## src/rtl/jk_mod_counter_if.sv

```systemverilog
// Control and status bundle for jk_mod_counter: the master drives count
// controls and load data, the slave returns the count and cascade pulses.
interface jk_mod_counter_if #(
    parameter int WIDTH = 4
);
    logic             EN;
    logic             UP;
    logic             LOAD;
    logic [WIDTH-1:0] D;
    logic [WIDTH-1:0] Q;
    logic             TC;
    logic             WRAP;
    logic             LOAD_ERR;

    modport master (
        output EN, UP, LOAD, D,
        input  Q, TC, WRAP, LOAD_ERR
    );

    modport slave (
        input  EN, UP, LOAD, D,
        output Q, TC, WRAP, LOAD_ERR
    );
endinterface

```

## src/rtl/jk_mod_counter.sv

```systemverilog
// Single-clock modulo-MODULUS up/down counter where every bit is a JK stage;
// counting uses toggle terms (J=K), wrap and load use explicit set/reset terms.
module jk_mod_counter #(
    parameter int WIDTH   = 4,
    parameter int MODULUS = 16
) (
    input  logic              CLK,
    input  logic              CLR,
    jk_mod_counter_if.slave   bus
);

    if (WIDTH < 1 || WIDTH > 16 || MODULUS < 2 || MODULUS > (1 << WIDTH)) begin : g_bad_param
        $error("jk_mod_counter: WIDTH must be 1..16 and MODULUS 2..2**WIDTH");
    end

    localparam logic [WIDTH-1:0] MAX     = WIDTH'(MODULUS - 1);
    localparam logic [WIDTH:0]   MOD_EXT = (WIDTH + 1)'(MODULUS);

    logic [WIDTH-1:0] q;
    logic [WIDTH-1:0] j;
    logic [WIDTH-1:0] k;
    logic [WIDTH-1:0] t;
    logic             carry;
    logic             at_max;
    logic             at_zero;
    logic             wrap_q;
    logic             wrap_nxt;
    logic             err_q;
    logic             err_nxt;

    assign at_max  = (q == MAX);
    assign at_zero = (q == '0);

    always_comb begin
        j        = '0;
        k        = '0;
        t        = '0;
        carry    = 1'b1;
        wrap_nxt = 1'b0;
        err_nxt  = 1'b0;
        if (bus.LOAD) begin
            if ({1'b0, bus.D} < MOD_EXT) begin
                j = bus.D;
                k = ~bus.D;
            end else begin
                k       = '1;
                err_nxt = 1'b1;
            end
        end else if (bus.EN) begin
            if (bus.UP && at_max) begin
                k        = '1;
                wrap_nxt = 1'b1;
            end else if (!bus.UP && at_zero) begin
                j        = MAX;
                k        = ~MAX;
                wrap_nxt = 1'b1;
            end else begin
                // A bit toggles when every lower bit is 1 (up) or 0 (down).
                for (int i = 0; i < WIDTH; i++) begin
                    t[i]  = carry;
                    carry = carry & (bus.UP ? q[i] : ~q[i]);
                end
                j = t;
                k = t;
            end
        end
    end

    always_ff @(posedge CLK or posedge CLR) begin
        if (CLR) begin
            q      <= '0;
            wrap_q <= 1'b0;
            err_q  <= 1'b0;
        end else begin
            q      <= (j & ~q) | (~k & q);
            wrap_q <= wrap_nxt;
            err_q  <= err_nxt;
        end
    end

    assign bus.Q        = q;
    assign bus.WRAP     = wrap_q;
    assign bus.LOAD_ERR = err_q;
    assign bus.TC       = bus.EN & ~bus.LOAD & (bus.UP ? at_max : at_zero);

endmodule

```

## src/flat_wrapper.sv

```systemverilog
// flat-port wrapper written by rule: the top's interface ports become plain ports
module jk_mod_counter_flat 
#(
    parameter int WIDTH   = 4,
    parameter int MODULUS = 16
)
  (CLK, CLR, bus_EN, bus_UP, bus_LOAD, bus_D, bus_Q, bus_TC, bus_WRAP, bus_LOAD_ERR);
  jk_mod_counter_if #(.WIDTH(WIDTH)) bus_i ();
  input  logic CLK;
  input  logic CLR;
  input wire logic [$bits(bus_i.EN)-1:0] bus_EN;
  input wire logic [$bits(bus_i.UP)-1:0] bus_UP;
  input wire logic [$bits(bus_i.LOAD)-1:0] bus_LOAD;
  input wire logic [$bits(bus_i.D)-1:0] bus_D;
  output wire logic [$bits(bus_i.Q)-1:0] bus_Q;
  output wire logic [$bits(bus_i.TC)-1:0] bus_TC;
  output wire logic [$bits(bus_i.WRAP)-1:0] bus_WRAP;
  output wire logic [$bits(bus_i.LOAD_ERR)-1:0] bus_LOAD_ERR;
  assign bus_i.EN = bus_EN;
  assign bus_i.UP = bus_UP;
  assign bus_i.LOAD = bus_LOAD;
  assign bus_i.D = bus_D;
  assign bus_Q = bus_i.Q;
  assign bus_TC = bus_i.TC;
  assign bus_WRAP = bus_i.WRAP;
  assign bus_LOAD_ERR = bus_i.LOAD_ERR;
  jk_mod_counter #(.WIDTH(WIDTH), .MODULUS(MODULUS)) u_core (.CLK(CLK), .CLR(CLR), .bus(bus_i));
endmodule
```

## config.mk

```make
export PLATFORM = sky130hd
export DESIGN_NAME = jk_mod_counter_flat
export DESIGN_NICKNAME = d
export VERILOG_FILES = /design/src/rtl/jk_mod_counter_if.sv /design/src/rtl/jk_mod_counter.sv /design/src/flat_wrapper.sv
export SDC_FILE = /design/constraint.sdc
export NUM_CORES = 1
export LEC_CHECK = 0
export BUFFER_PORTS_ARGS = -buffer_cell sky130_fd_sc_hd__buf_2
export CAP_MARGIN = 30
export CORE_AREA = 2 2 39 41
export DETAILED_ROUTE_END_ITERATION = 8
export DIE_AREA = 0 0 41 43
export PLACE_DENSITY_LB_ADDON = 0.1
export SKIP_LAST_GASP = 1
export SYNTH_ARGS = -nofsm -noshare
export SYNTH_HDL_FRONTEND = slang
export SYNTH_SLANG_ARGS = --single-unit
```

## constraint.sdc

```tcl
create_clock -name CLK -period 2.39 [get_ports CLK]
set_input_delay 0.1195 -clock CLK [delete_from_list [all_inputs] [get_ports CLK]]
set_output_delay 0.1195 -clock CLK [all_outputs]
set_load 0.005 [all_outputs]
```

==> impl_metrics.toml <==
[status]
status = "finished clean"

[sta]
finalHoldViolCount = 0
clock.fmax_ghz = 0.564
slew_viol_final = 0
finalSetupViolCount = 0
min_period_over_period_pct = 74.2
period_needed_ns = 1.77
skew_ns = 0.00439
final.setup.tns_ns = 0
rsz0062_at_grt = "false"

[finish]
postLayoutCellArea_um2 = 449
fin_nets = 63
syn2layout_area_growth_pct = 31.5
num_antenna_cells = 0
drive_above_1_share_pct = 41.5

[setup_path]
required_ns = 2.27
critPathCaptureType = "output pin"
cp_slowest_stage_delay_ns = 0.46
cp.arrival_ns = 1.65
timing.critical_path.cells = "nor4_1, mux2i_1, nor3b_1, buf_2"
crit_fanout = 7
slowest_stage = "dfrtp_1"
criticalPathCategory = "reg -> out"
startpoint_type = "register"

[global_routing]
antenna_found_initial = 0
grt.total_usage_pct = 11.8
grt.met3_usage_pct = 6.28
grt_pass1_wl_um = 1350
busiest_layer = "met2"
grt_use_met1_pct = 14.0
grt_overflow = 0
grt_pass1_vias = 320
grt_start_max_net_pins = 14
grtUsageMet2_pct = 16.6

[yosys]
synthCells = 37
syn_avg_cell_area_um2 = 9.23
yosysTopAreaCell = "dfrtp_1"
yosysSeqAreaShare_pct = 36.6
synth_common_cells = "dfrtp_1, nor3b_1, nand3_1"
ys_types = 22
syn_area_um2 = 342
synth_edf_count = 0
ys_ff_latch = 5
synth_ff_type = "dfrtp_1"
syn-num-nets = 46
synth_warnings = 0
synthTopCellsByArea = "dfrtp_1, nor3b_1, xnor2_1, nand3_1, buf_4"
yosys.cell_count.top_type = "dfrtp_1"
synth_top_area_share_pct = 36.6
async_flop_share_pct = 100

[pwr]
vdd_ir_drop_max_v = 0.000418
power.density_mw_per_mm2 = 598
p_leak_uw = 0.000207

[clocking]
cts_resized = 0
cts_root_buf = "clkbuf_4"
path_clk_slew_ns = 0.04
numClockSinks = 5
insertion_delay_ns = 0.25
cts.htree.levels = 1
cts_tree = "yes"
numCtsBuffers = 3
clock_path_buffers = 2

[die]
initial_core_util_pct = 24.7
placementRows = 14
die_w_um = 41
dieArea_mm2 = 0.00176
die-height_um = 43
fp.coreArea_mm2 = 0.00138
io_pins = 16

[placed_design]
dpl_cell_area_um2 = 413
gp_congestion = 0.718
port_buffers = 14

[routing]
vias = 313
drt_iter0_drc = 0
first_pass_iters = 1
detail-route-antenna-nets = 0
drc_errors = 0
wl_um = 796
wl_per_cell_um = 11.5
vias_per_cell = 4.54

[hold_path]
hold_class = "in -> reg"

[job]
maxCapViolCount = 0
worst max-delay path: cells and delay by family (launching register included):
family | cells | cell delay [ns]
mux | 1 | 0.17
flops | 1 | 0.46
buf+inv | 1 | 0.14
simple gates | 2 | 0.64
layout make-up:
class,instances,area (µm²)
fill,149,935
multi-input combinational,27,190
sequential,5,125
timing repair buffer,15,80.1
clock buffer,4,26.3
tap,16,20.0
inverter,2,7.51
per-layer routing:
metal	vias up	share of wire, %
met1	139	46
met4	0	0
met3	0	6.0
li1	164	-
met5	-	0
met2	10	47
stage by stage:
step | hold slack [ns] | util, % | instances | total power [µW] | worst slack [ns]
2_1_floorplan | -0.102 | - | 37 | 147 | 0.865
3_3_place_gp | 0.0359 | 29.8 | 64 | 167 | 0.867
3_5_place_dp | 0.0306 | 29.8 | 64 | 168 | 0.831
4_1_cts | 0.0771 | 32.5 | 69 | 275 | 0.614
5_1_grt | 0.0777 | 32.5 | 69 | 291 | 0.494
6_report | 0.0842 | 32.5 | 69 | 269 | 0.616
timing repair:
action                                 4_1_cts  5_1_grt
setup endpoints to repair                    0        0
hold buffers                                 1        0
buffers inserted                             0        0
endpoints found under the hold margin        5        0
where the power goes:
group	internal, µW	switching [µW]
Sequential	94.4	14.9
Clock	63.2	36.1
Combinational	34.3	25.6
Total	192	76.6
state kept, by name, indices dropped and copies added (netlist names):
name             flops
u_core.bus.WRAP      1
u_core.bus.Q         4
logic make-up (layout without fill, tap and decap cells):
| kind of cell | Yosys count | in the layout | share of synthesized area [%] |
|---|---|---|---|
| AND/OR/NAND/NOR | 17 | 17 | 35.2 |
| multiplexers | 1 | 1 | 2.93 |
| buffers and inverters | 5 | 21 | 7.69 |
| XOR/XNOR | 2 | 2 | 5.13 |
| AO/OA/AOI/OAI | 6 | 6 | 11.4 |
| other | 1 | 1 | 1.10 |
| flip-flops | 5 | 5 | 36.6 |
placed cells by master (no fill, tap or decap), drive strengths merged:
master,synthesis,final
xnor2,2,2
or4b,2,2
nor4,1,1
buf,2,14
nor3b,4,4
dlygate4sd3,0,1
o21ai,2,2
nand2,2,2
nand4,1,1
and3,1,1
nand3,3,3
mux2i,1,1
and4,1,1
nor2,1,1
o31a,1,1
a211o,1,1
nand2b,1,1
dfrtp,5,5
clkbuf,1,4
conb,1,1
a21oi,2,2
inv,2,2
final timing paths:
path	startpoint	endpoint	slack, ns	cells past startpoint
worst max-delay path	u_core.bus.Q[0]	bus_TC	0.62	4
worst min-delay path	bus_D[1]	u_core.bus.Q[1]	0.08	3
worst max register to register	u_core.bus.Q[0]	u_core.bus.Q[2]	0.81	3
worst min register to register	u_core.bus.Q[3]	u_core.bus.Q[3]	0.64	3
max in group asynchronous	CLR	u_core.bus.Q[0]	1.90	3
min in group asynchronous	CLR	u_core.bus.Q[3]	0.31	3
Power figures use the tool's default switching activity.
